### config.mk
export PLATFORM = sky130hd
export DESIGN_NAME = afe_frame_sequencer
export DESIGN_NICKNAME = d
export VERILOG_FILES = /design/src/rtl/pulseox_pkg.sv /design/src/rtl/afe_rd_slot.sv /design/src/rtl/afe_frame_sequencer.sv
export SDC_FILE = /design/constraint.sdc
export NUM_CORES = 1
export LEC_CHECK = 0
export ABC_AREA = 1
export BUFFER_PORTS_ARGS = -buffer_cell sky130_fd_sc_hd__buf_4
export CAP_MARGIN = 40
export CORE_ASPECT_RATIO = 0.7
export CORE_MARGIN = 1.5
export CORE_UTILIZATION = 47
export DETAILED_ROUTE_END_ITERATION = 10
export PLACE_DENSITY = 0.71
export REMOVE_ABC_BUFFERS = 1
export SLEW_MARGIN = 10
export SYNTH_ARGS = -nofsm -noshare
export SYNTH_HDL_FRONTEND = slang
export SYNTH_SLANG_ARGS = --single-unit
### constraint.sdc
create_clock -name clk -period 1.85 [get_ports clk]
set_clock_uncertainty 0.1 [all_clocks]
set_input_delay 0.185 -clock clk [delete_from_list [all_inputs] [get_ports clk]]
set_output_delay 0.185 -clock clk [all_outputs]
set_load 0.1 [all_outputs]
### src/rtl/pulseox_pkg.sv
`default_nettype none
// ============================================================================
//  Module      : pulseox_pkg
//  Description : Shared encodings for the pulse-ox AFE readout path: mode
//                control codes, diagnostic result codes and default widths.
//  Revision    : 1.0 - initial release
// ============================================================================
package pulseox_pkg;

    // in_data_control encodings; 2'b11 is reserved and behaves as idle
    localparam logic [1:0] MODE_IDLE = 2'b00;
    localparam logic [1:0] MODE_DIAG = 2'b01;
    localparam logic [1:0] MODE_STRM = 2'b10;
    localparam logic [1:0] MODE_RSVD = 2'b11;

    // out_diag_er result codes
    localparam logic [1:0] DIAG_PEND = 2'b00;
    localparam logic [1:0] DIAG_OK   = 2'b10;
    localparam logic [1:0] DIAG_ERR  = 2'b01;

    // Default datapath widths shared with the FIFO/ALU side
    localparam int DEF_DATA_W = 22;
    localparam int DEF_RAM_W  = 24;

    // Fold the reserved mode onto idle so downstream logic sees three modes
    function automatic logic [1:0] norm_mode(input logic [1:0] mode);
        return (mode == MODE_RSVD) ? MODE_IDLE : mode;
    endfunction

    // Diagnostic verdict: any set error bit means the AFE reported a fault
    function automatic logic [1:0] diag_classify(input logic all_zero);
        return all_zero ? DIAG_OK : DIAG_ERR;
    endfunction

endpackage
`default_nettype wire

### src/rtl/afe_rd_slot.sv
`default_nettype none
// ============================================================================
//  Module      : afe_rd_slot
//  Description : Read-latency slot counter. While enabled it counts cycles
//                since the address was presented and fires a one-cycle
//                capture strobe once RD_LAT+1 cycles have elapsed, then
//                restarts for the next address.
//  Revision    : 1.0 - initial release
// ============================================================================
module afe_rd_slot #(
    parameter int RD_LAT = 1
) (
    input  logic clk,
    input  logic rst,
    input  logic i_clear,
    input  logic i_en,
    output logic o_fire
);

    localparam logic [2:0] c_lat = 3'(RD_LAT);

    logic [2:0] r_wait;

    // Data is valid on the cycle the counter reaches the configured latency
    assign o_fire = i_en && (r_wait == c_lat);

    // Count latency cycles, wrapping to zero on each capture
    always_ff @(posedge clk) begin
        if (rst || i_clear) begin
            r_wait <= 3'd0;
        end else if (i_en) begin
            r_wait <= o_fire ? 3'd0 : (r_wait + 3'd1);
        end
    end

endmodule
`default_nettype wire

### src/rtl/afe_frame_sequencer.sv
`default_nettype none
// ============================================================================
//  Module      : afe_frame_sequencer
//  Description : On each AFE data-ready strobe, reads NUM_CH result registers
//                through the AFE read-RAM port (honouring RD_LAT) into shadow
//                registers, then publishes them as one packed frame with a
//                single-cycle valid, wrapping frame counter and sticky
//                overrun flag. Also runs the one-shot diagnostic read.
//  Revision    : 1.0 - initial release
// ============================================================================
module afe_frame_sequencer
    import pulseox_pkg::*;
#(
    parameter int NUM_CH    = 6,
    parameter int DATA_W    = DEF_DATA_W,
    parameter int RAM_W     = DEF_RAM_W,
    parameter int ADDR_W    = 3,
    parameter int RD_LAT    = 1,
    parameter int DIAG_ADDR = 6,
    parameter int DIAG_W    = 14,
    parameter int CNT_W     = 8
) (
    input  logic                     clk,
    input  logic                     in_reset,
    input  logic [1:0]               in_data_control,
    input  logic                     in_strm_dn,
    input  logic [RAM_W-1:0]         in_strm_data,
    output logic [ADDR_W-1:0]        out_addr,
    output logic [NUM_CH*DATA_W-1:0] out_samples,
    output logic                     out_sample_valid,
    output logic [CNT_W-1:0]         out_frame_cnt,
    output logic                     out_overrun,
    output logic                     out_busy,
    output logic [DIAG_W-1:0]        out_er_data,
    output logic [1:0]               out_diag_er
);

    localparam logic [2:0] c_st_idle      = 3'd0;
    localparam logic [2:0] c_st_read      = 3'd1;
    localparam logic [2:0] c_st_publish   = 3'd2;
    localparam logic [2:0] c_st_diag_rd   = 3'd3;
    localparam logic [2:0] c_st_diag_done = 3'd4;

    localparam logic [ADDR_W-1:0] c_last_ch   = ADDR_W'(NUM_CH - 1);
    localparam logic [ADDR_W-1:0] c_diag_addr = ADDR_W'(DIAG_ADDR);

    logic [2:0]               r_state;
    logic [ADDR_W-1:0]        r_ch;
    logic [ADDR_W-1:0]        r_addr;
    logic [NUM_CH*DATA_W-1:0] r_samples;
    logic                     r_valid;
    logic [CNT_W-1:0]         r_frame_cnt;
    logic                     r_overrun;
    logic [DIAG_W-1:0]        r_er_data;
    logic [1:0]               r_diag_er;

    logic [1:0]               w_mode;
    logic                     w_clear;
    logic                     w_slot_en;
    logic                     w_fire;
    logic                     w_cap;
    logic [NUM_CH*DATA_W-1:0] w_shadow;
    logic                     w_unused_data;

    // Reserved mode is idle; idle mode or reset wipes everything
    assign w_mode    = norm_mode(in_data_control);
    assign w_clear   = in_reset || (w_mode == MODE_IDLE);
    assign w_slot_en = (r_state == c_st_read) || (r_state == c_st_diag_rd);
    assign w_cap     = w_fire && (r_state == c_st_read) && (w_mode == MODE_STRM);

    // RAM bits above the captured width are don't-care for both paths
    assign w_unused_data = ^in_strm_data;

    // One latency counter shared by the frame read and the diagnostic read
    afe_rd_slot #(
        .RD_LAT (RD_LAT)
    ) u_rd_slot (
        .clk     (clk),
        .rst     (in_reset),
        .i_clear (w_clear || !w_slot_en),
        .i_en    (w_slot_en),
        .o_fire  (w_fire)
    );

    // Per-channel shadow registers, written only on that channel's capture
    for (genvar k = 0; k < NUM_CH; k++) begin : g_ch
        localparam logic [ADDR_W-1:0] c_idx = ADDR_W'(k);
        logic [DATA_W-1:0] r_sh;

        // Hold the captured sample until the frame is published or cleared
        always_ff @(posedge clk) begin
            if (w_clear) begin
                r_sh <= '0;
            end else if (w_cap && (r_ch == c_idx)) begin
                r_sh <= in_strm_data[DATA_W-1:0];
            end
        end

        assign w_shadow[k*DATA_W +: DATA_W] = r_sh;
    end

    // Main sequencer: frame read/publish, diagnostic read, overrun tracking
    always_ff @(posedge clk) begin
        if (w_clear) begin
            r_state     <= c_st_idle;
            r_ch        <= '0;
            r_addr      <= '0;
            r_samples   <= '0;
            r_valid     <= 1'b0;
            r_frame_cnt <= '0;
            r_overrun   <= 1'b0;
            r_er_data   <= '0;
            r_diag_er   <= DIAG_PEND;
        end else begin
            r_valid <= 1'b0;

            // A strobe during an active frame is flagged and dropped
            if (in_strm_dn && ((r_state == c_st_read) || (r_state == c_st_publish))) begin
                r_overrun <= 1'b1;
            end

            case (r_state)
                c_st_idle: begin
                    if ((w_mode == MODE_STRM) && in_strm_dn) begin
                        r_state <= c_st_read;
                        r_ch    <= '0;
                        r_addr  <= '0;
                    end else if (w_mode == MODE_DIAG) begin
                        r_state   <= c_st_diag_rd;
                        r_addr    <= c_diag_addr;
                        r_diag_er <= DIAG_PEND;
                    end
                end

                c_st_read: begin
                    if (w_mode != MODE_STRM) begin
                        r_state <= c_st_idle;
                        r_addr  <= '0;
                    end else if (w_fire) begin
                        if (r_ch == c_last_ch) begin
                            r_state <= c_st_publish;
                        end else begin
                            r_ch   <= r_ch + ADDR_W'(1);
                            r_addr <= r_ch + ADDR_W'(1);
                        end
                    end
                end

                c_st_publish: begin
                    r_state <= c_st_idle;
                    r_addr  <= '0;
                    if (w_mode == MODE_STRM) begin
                        r_samples   <= w_shadow;
                        r_valid     <= 1'b1;
                        r_frame_cnt <= r_frame_cnt + CNT_W'(1);
                    end
                end

                c_st_diag_rd: begin
                    if (w_mode != MODE_DIAG) begin
                        r_state <= c_st_idle;
                        r_addr  <= '0;
                    end else if (w_fire) begin
                        r_er_data <= in_strm_data[DIAG_W-1:0];
                        r_state   <= c_st_diag_done;
                    end
                end

                c_st_diag_done: begin
                    if (w_mode != MODE_DIAG) begin
                        r_state <= c_st_idle;
                        r_addr  <= '0;
                    end else if (r_diag_er == DIAG_PEND) begin
                        r_diag_er <= diag_classify(r_er_data == '0);
                    end
                end

                default: begin
                    r_state <= c_st_idle;
                    r_addr  <= '0;
                end
            endcase
        end
    end

    assign out_addr         = r_addr;
    assign out_samples      = r_samples;
    assign out_sample_valid = r_valid;
    assign out_frame_cnt    = r_frame_cnt;
    assign out_overrun      = r_overrun;
    assign out_busy         = (r_state == c_st_read) || (r_state == c_st_publish) ||
                              (r_state == c_st_diag_rd);
    assign out_er_data      = r_er_data;
    assign out_diag_er      = r_diag_er;

endmodule
`default_nettype wire

After elaboration in Yosys (flattened, before gate mapping). Index checks and enable logic that the tools add are counted.

Register bits after elaboration: 302. Input port bits: 29. Output and inout port bits: 162. Word-level logic and storage cells: 111.

Add/sub/neg operators: 3. Equal/unequal tests: 30. Multiplexer cells: 27. Bitwise logic cells: 2. Reduce and logical (&&, ||, !) cells: 33.

Operator list (number): $mux W3 (16); $ne A2 B2 Y1 const B (9); $reduce_and A5 Y1 (3); $logic_not A14 Y1 (1); $eq A3 B2 Y1 const B (4); $mux W2 (6); $pmux W3 S4 (1); $logic_and A1 B1 Y1 (11); $eq A3 B1 Y1 const B (3); $eq A3 B3 Y1 const B (3); $ne A3 B3 Y1 const B (3); $pmux W3 S3 (1); $add A8 B1 Y8 const B (1); $add A3 B1 Y3 const B (2); $logic_not A3 Y1 (2); $logic_or A1 B1 Y1 (6); $ne A2 B1 Y1 const B (3); $ne A3 B2 Y1 const B (2); $pmux W3 S2 (1); $eq A2 B2 Y1 const B (2); $logic_not A2 Y1 (2); $pmux W2 S2 (1); $reduce_and A4 Y1 (1); $reduce_bool A2 Y1 (2); other kinds (7) (9).

Longest topological paths before layout.
Depth in word-level cells: 6. Depth in mapped cells: 11. Depth with buffers taken out: 10.

By module. A second synthesis with hierarchy kept.

Cell total of the unflattened synthesis: 1457. Area, all modules: 11079.4 µm².

By module, submodules not included: afe_frame_sequencer (instances 1, cells an instance 1432, area each 10899.2 µm², sequential area each 5985.7 µm²); afe_rd_slot (instances 1, cells an instance 25, area each 180.2 µm², sequential area each 60.1 µm²).

Worst setup path after synthesis. OpenSTA, ideal clock, no wires.

Kind: reg2out. Start point: reg r_state[0]. End point: out out_busy. Arrival: 1.804 ns. Required time: 1.565 ns. Path slack: -0.239 ns. Stages on the path, launching flop included: 4. Buffers on the path: 1. Cell sequence: dfxtp_1 buf_2 nor2_1 nor2_1.

Word-level cells in the longest chain between the ends: 3. Elaborated cells between the ends (all ways): 5. Those cells by class: eq/ne: 3; reduce/logical: 2.

Ends and longest elaborated chain: start, declared (RTL line afe_frame_sequencer.sv:47) `logic [2:0] r_state;`; start signal, assigned (RTL line afe_frame_sequencer.sv:105) `r_state <= c_st_idle;`; start signal, assigned (RTL line afe_frame_sequencer.sv:125) `r_state <= c_st_read;`; start signal, assigned (RTL line afe_frame_sequencer.sv:129) `r_state <= c_st_diag_rd;`; $eq A3 B1 Y1 or $eq A3 B2 Y1 (tied branches) (RTL line afe_frame_sequencer.sv:191) `assign out_busy = (r_state == c_st_read) || (r_state == c_st_publish) ||`; $logic_or A1 B1 Y1 (RTL line afe_frame_sequencer.sv:191); $logic_or A1 B1 Y1 (*) (RTL line afe_frame_sequencer.sv:191); end, declared (RTL line afe_frame_sequencer.sv:33) `output logic out_busy,`.

Every way passes the cells marked *; elsewhere a longest branch is shown, timed or not.

Worst setup path in the final report.
Start point: reg r_state[1]. End point: out out_busy.

Same word-level chain as after synthesis.

==> impl_metrics.yaml <==
power:
  p_per_area_nw_per_um2: 932
  ir_worst_vdd_uv: 689
  cellLeakagePower_nw: 5.75
critical_path:
  critPathCapture: "out_busy"
  cp.required_ns: 1.56
  reg2regPathDepth: 8
  reg2reg_slack_ns: 0.11
  end_kind: "output port"
  crit_start: "r_state[1]$_SDFFE_PP0P_"
  start_kind: "flip-flop"
  regToRegStartpoint: "r_state[2]$_SDFFE_PP0P_"
  crit_arrival_ns: 1.47
  cp_max_fo: 4
  path_class: "reg2out"
  r2r-end: "g_ch[4].r_sh[12]$_SDFFE_PP0P_"
finish:
  drive_gt1_share_pct: 19.2
  final_util_pct: 62.2
  layout_commonest_cell: "dfxtp_1"
  nFillCells: 2031
  final_nets: 1633
  area_growth_pct: 29.0
  finalNonFillerCells: 1926
  layout_common_cells: "dfxtp_1, nor2_1, o21ai_0"
grt:
  grt_overflow_total: 0
  grt_pass1_wl_mm: 44.8
  antenna_found_initial: 1
  track_usage_pct: 22.9
  grt_pass1_vias: 8746
  grt_max_degree: 67
route:
  viasPerCell: 4.94
  firstDrtPassIters: 5
  num_vias: 9511
  wirelength_mm: 28.2
  first_iter_violations: 663
  drc: 0
  postRouteAntennaNets: 0
  drt-wirelength-per-cell_um: 14.7
die:
  die_height_um: 131
  dieWidth_um: 186
  io_pins: 191
  rows: 46
  dieArea_um2: 24300
  fp.coreArea_um2: 22800
  start_util_pct: 48.2
timing:
  fmax_mhz: 569
  period_share_pct: 94.9
  setup_viol: 0
  final_max_slew_viol_count: 0
  tightest_slew_ns: 0.415
  hold_viol: 0
  maxSlewHeadroom_pct: 72.3
  layout_min_cycle_time_ns: 1.76
  final.setup.tns_ns: 0
clock_network:
  cts_sinks: 302
  cts_made_buffers: 29
  clk-insertion-delay-late_ns: 0.54
  clk_pin_slew_ns: 0.06
  ctsRootBufferMaster: "clkbuf_16"
  cts_tree: "yes"
  clockBufferDepth: 3
  h-tree-depth: 1
placed_design:
  port_buffers: 188
  hpwl_mm: 18.9
  dp.cells: 1845
  gp_congestion: 0.818
synth:
  avgSynthCellArea_um2: 7.95
  yosys.area_share.simple_pct: 15.8
  synth-compound-area-share_pct: 19.6
  synthAdderAreaFrac_pct: 1.14
  synth_top_family_by_area: "compound AO/OA/AOI/OAI gates"
  ys_ff_latch: 302
  synth-xor-area-share_pct: 0.159
  synthMuxAreaShare_pct: 0
  postSynthCellCount: 1381
  yosys_warnings: 0
  yosysSeqAreaShare_pct: 55.0
  netlist_area_um2: 11000
  yosysUniqueCellTypes: 29
job:
  max_cap_violations: 0
worst_hold_path:
  min_path_type: "in2reg"
  hold_depth: 5
run_status:
  status: "finished, final reports clean"
synthesized netlist by cell type, drive strengths merged:
| cell | n | area (µm²) |
|---|---|---|
| nand4 | 10 | 62.6 |
| xnor2 | 1 | 8.76 |
| a21oi | 175 | 876 |
| nor2b | 1 | 6.26 |
| nand2 | 100 | 380 |
| and2 | 2 | 12.5 |
| ha | 10 | 125 |
| nand3b | 2 | 15.0 |
| clkinv | 1 | 3.75 |
| inv | 124 | 465 |
| nor2 | 274 | 1050 |
| buf | 42 | 258 |
| clkbuf | 49 | 186 |
| nor3b | 1 | 7.51 |
| nor3 | 3 | 15.0 |
| dfxtp | 302 | 6050 |
| xor2 | 1 | 8.76 |
| o21ai | 255 | 1280 |
| nand3 | 28 | 183 |
through the flow:
stage	power [mW]	setup WS, ns	hold slack [ns]	instance area, µm²
6_report	13.2	0.0940	0.0766	14200
5_1_grt	13.7	-0.00254	0.112	14200
4_1_cts	13.3	0.0342	0.0560	14100
3_5_place_dp	7.86	0.000137	0.341	13000
3_3_place_gp	7.85	0.0352	0.335	13000
2_1_floorplan	7.52	-8.18	0.220	10500
cell families after synthesis:
| kind of cell | Yosys count |
|---|---|
| AOI/OAI and AO/OA | 430 |
| buffers and inverters | 216 |
| and+or+nand+nor | 421 |
| DFF | 302 |
| xor gates and xnor gates | 2 |
| adders and majority gates | 10 |
critical path, stage by stage (launching register included):
cell and delay, ns:
dfxtp_2 0.38, nor2_1 0.07, buf_4 0.14, nor2_1 0.10, buf_6 0.24
power breakdown:
part | internal [mW] | switching, mW | leakage (nW)
sequential | 6.55 | 0.0339 | 2.43
clock | 3.04 | 2.40 | 0.426
combinational | 0.353 | 0.834 | 2.89
total | 9.94 | 3.27 | 5.75
metal layers:
metal	share of wire, %	track usage [%]	up-vias	routed length (µm)
li1	-	-	4903	-
met1	49	32.2	4348	13700
met2	43	36.4	212	12300
met3	6.0	4.60	48	1700
met4	2.1	5.50	0	592
met5	0	0	-	0
how the worst min path moves through the flow:
| stage | end | slack [ns] | from |
|---|---|---|---|
| final | out_frame_cnt[7]$_SDFFE_PP0P_ | 0.08 | in_data_control[1] |
| after global routing | out_frame_cnt[7]$_SDFFE_PP0P_ | 0.11 | in_data_control[1] |
| after floorplan | g_ch[1].r_sh[0]$_SDFFE_PP0P_ | 0.22 | in_strm_data[0] |
| after detailed placement | out_samples[26]$_SDFFE_PP0P_ | 0.34 | g_ch[1].r_sh[4]$_SDFFE_PP0P_ |
| after global placement | u_rd_slot.r_wait[0]$_SDFFE_PP0P_ | 0.33 | u_rd_slot.r_wait[0]$_SDFFE_PP0P_ |
| after CTS | out_frame_cnt[7]$_SDFFE_PP0P_ | 0.06 | in_data_control[1] |
state kept, by name (all words and copies together), names as in the netlist:
register          cells
g_ch.r_sh           132
out_samples         132
out_er_data          14
out_frame_cnt         8
out_addr              3
r_ch                  3
r_state               3
u_rd_slot.r_wait      3
out_diag_er           2
out_overrun           1
out_sample_valid      1
layout make-up:
class / count / area (µm²) / share of cell area, %
inverter: 125 / 477 / 3.36
multi-input combinational: 863 / 4040 / 28.5
clock buffer: 43 / 818 / 5.77
antenna: 1 / 2.50 / 0.0177
clock inverter: 7 / 38.8 / 0.274
timing repair buffer: 273 / 2350 / 16.6
sequential: 302 / 6050 / 42.7
tap: 312 / 390 / 2.75
timing repair:
item,4_1_cts,5_1_grt
endpoints found under the setup margin,1,62
buffers inserted,0,6
endpoints found under the hold margin,162,0
hold buffers,24,0
resized for setup,4,6
pin swaps,0,1
Note: power is estimated with default switching activity, not from simulation.
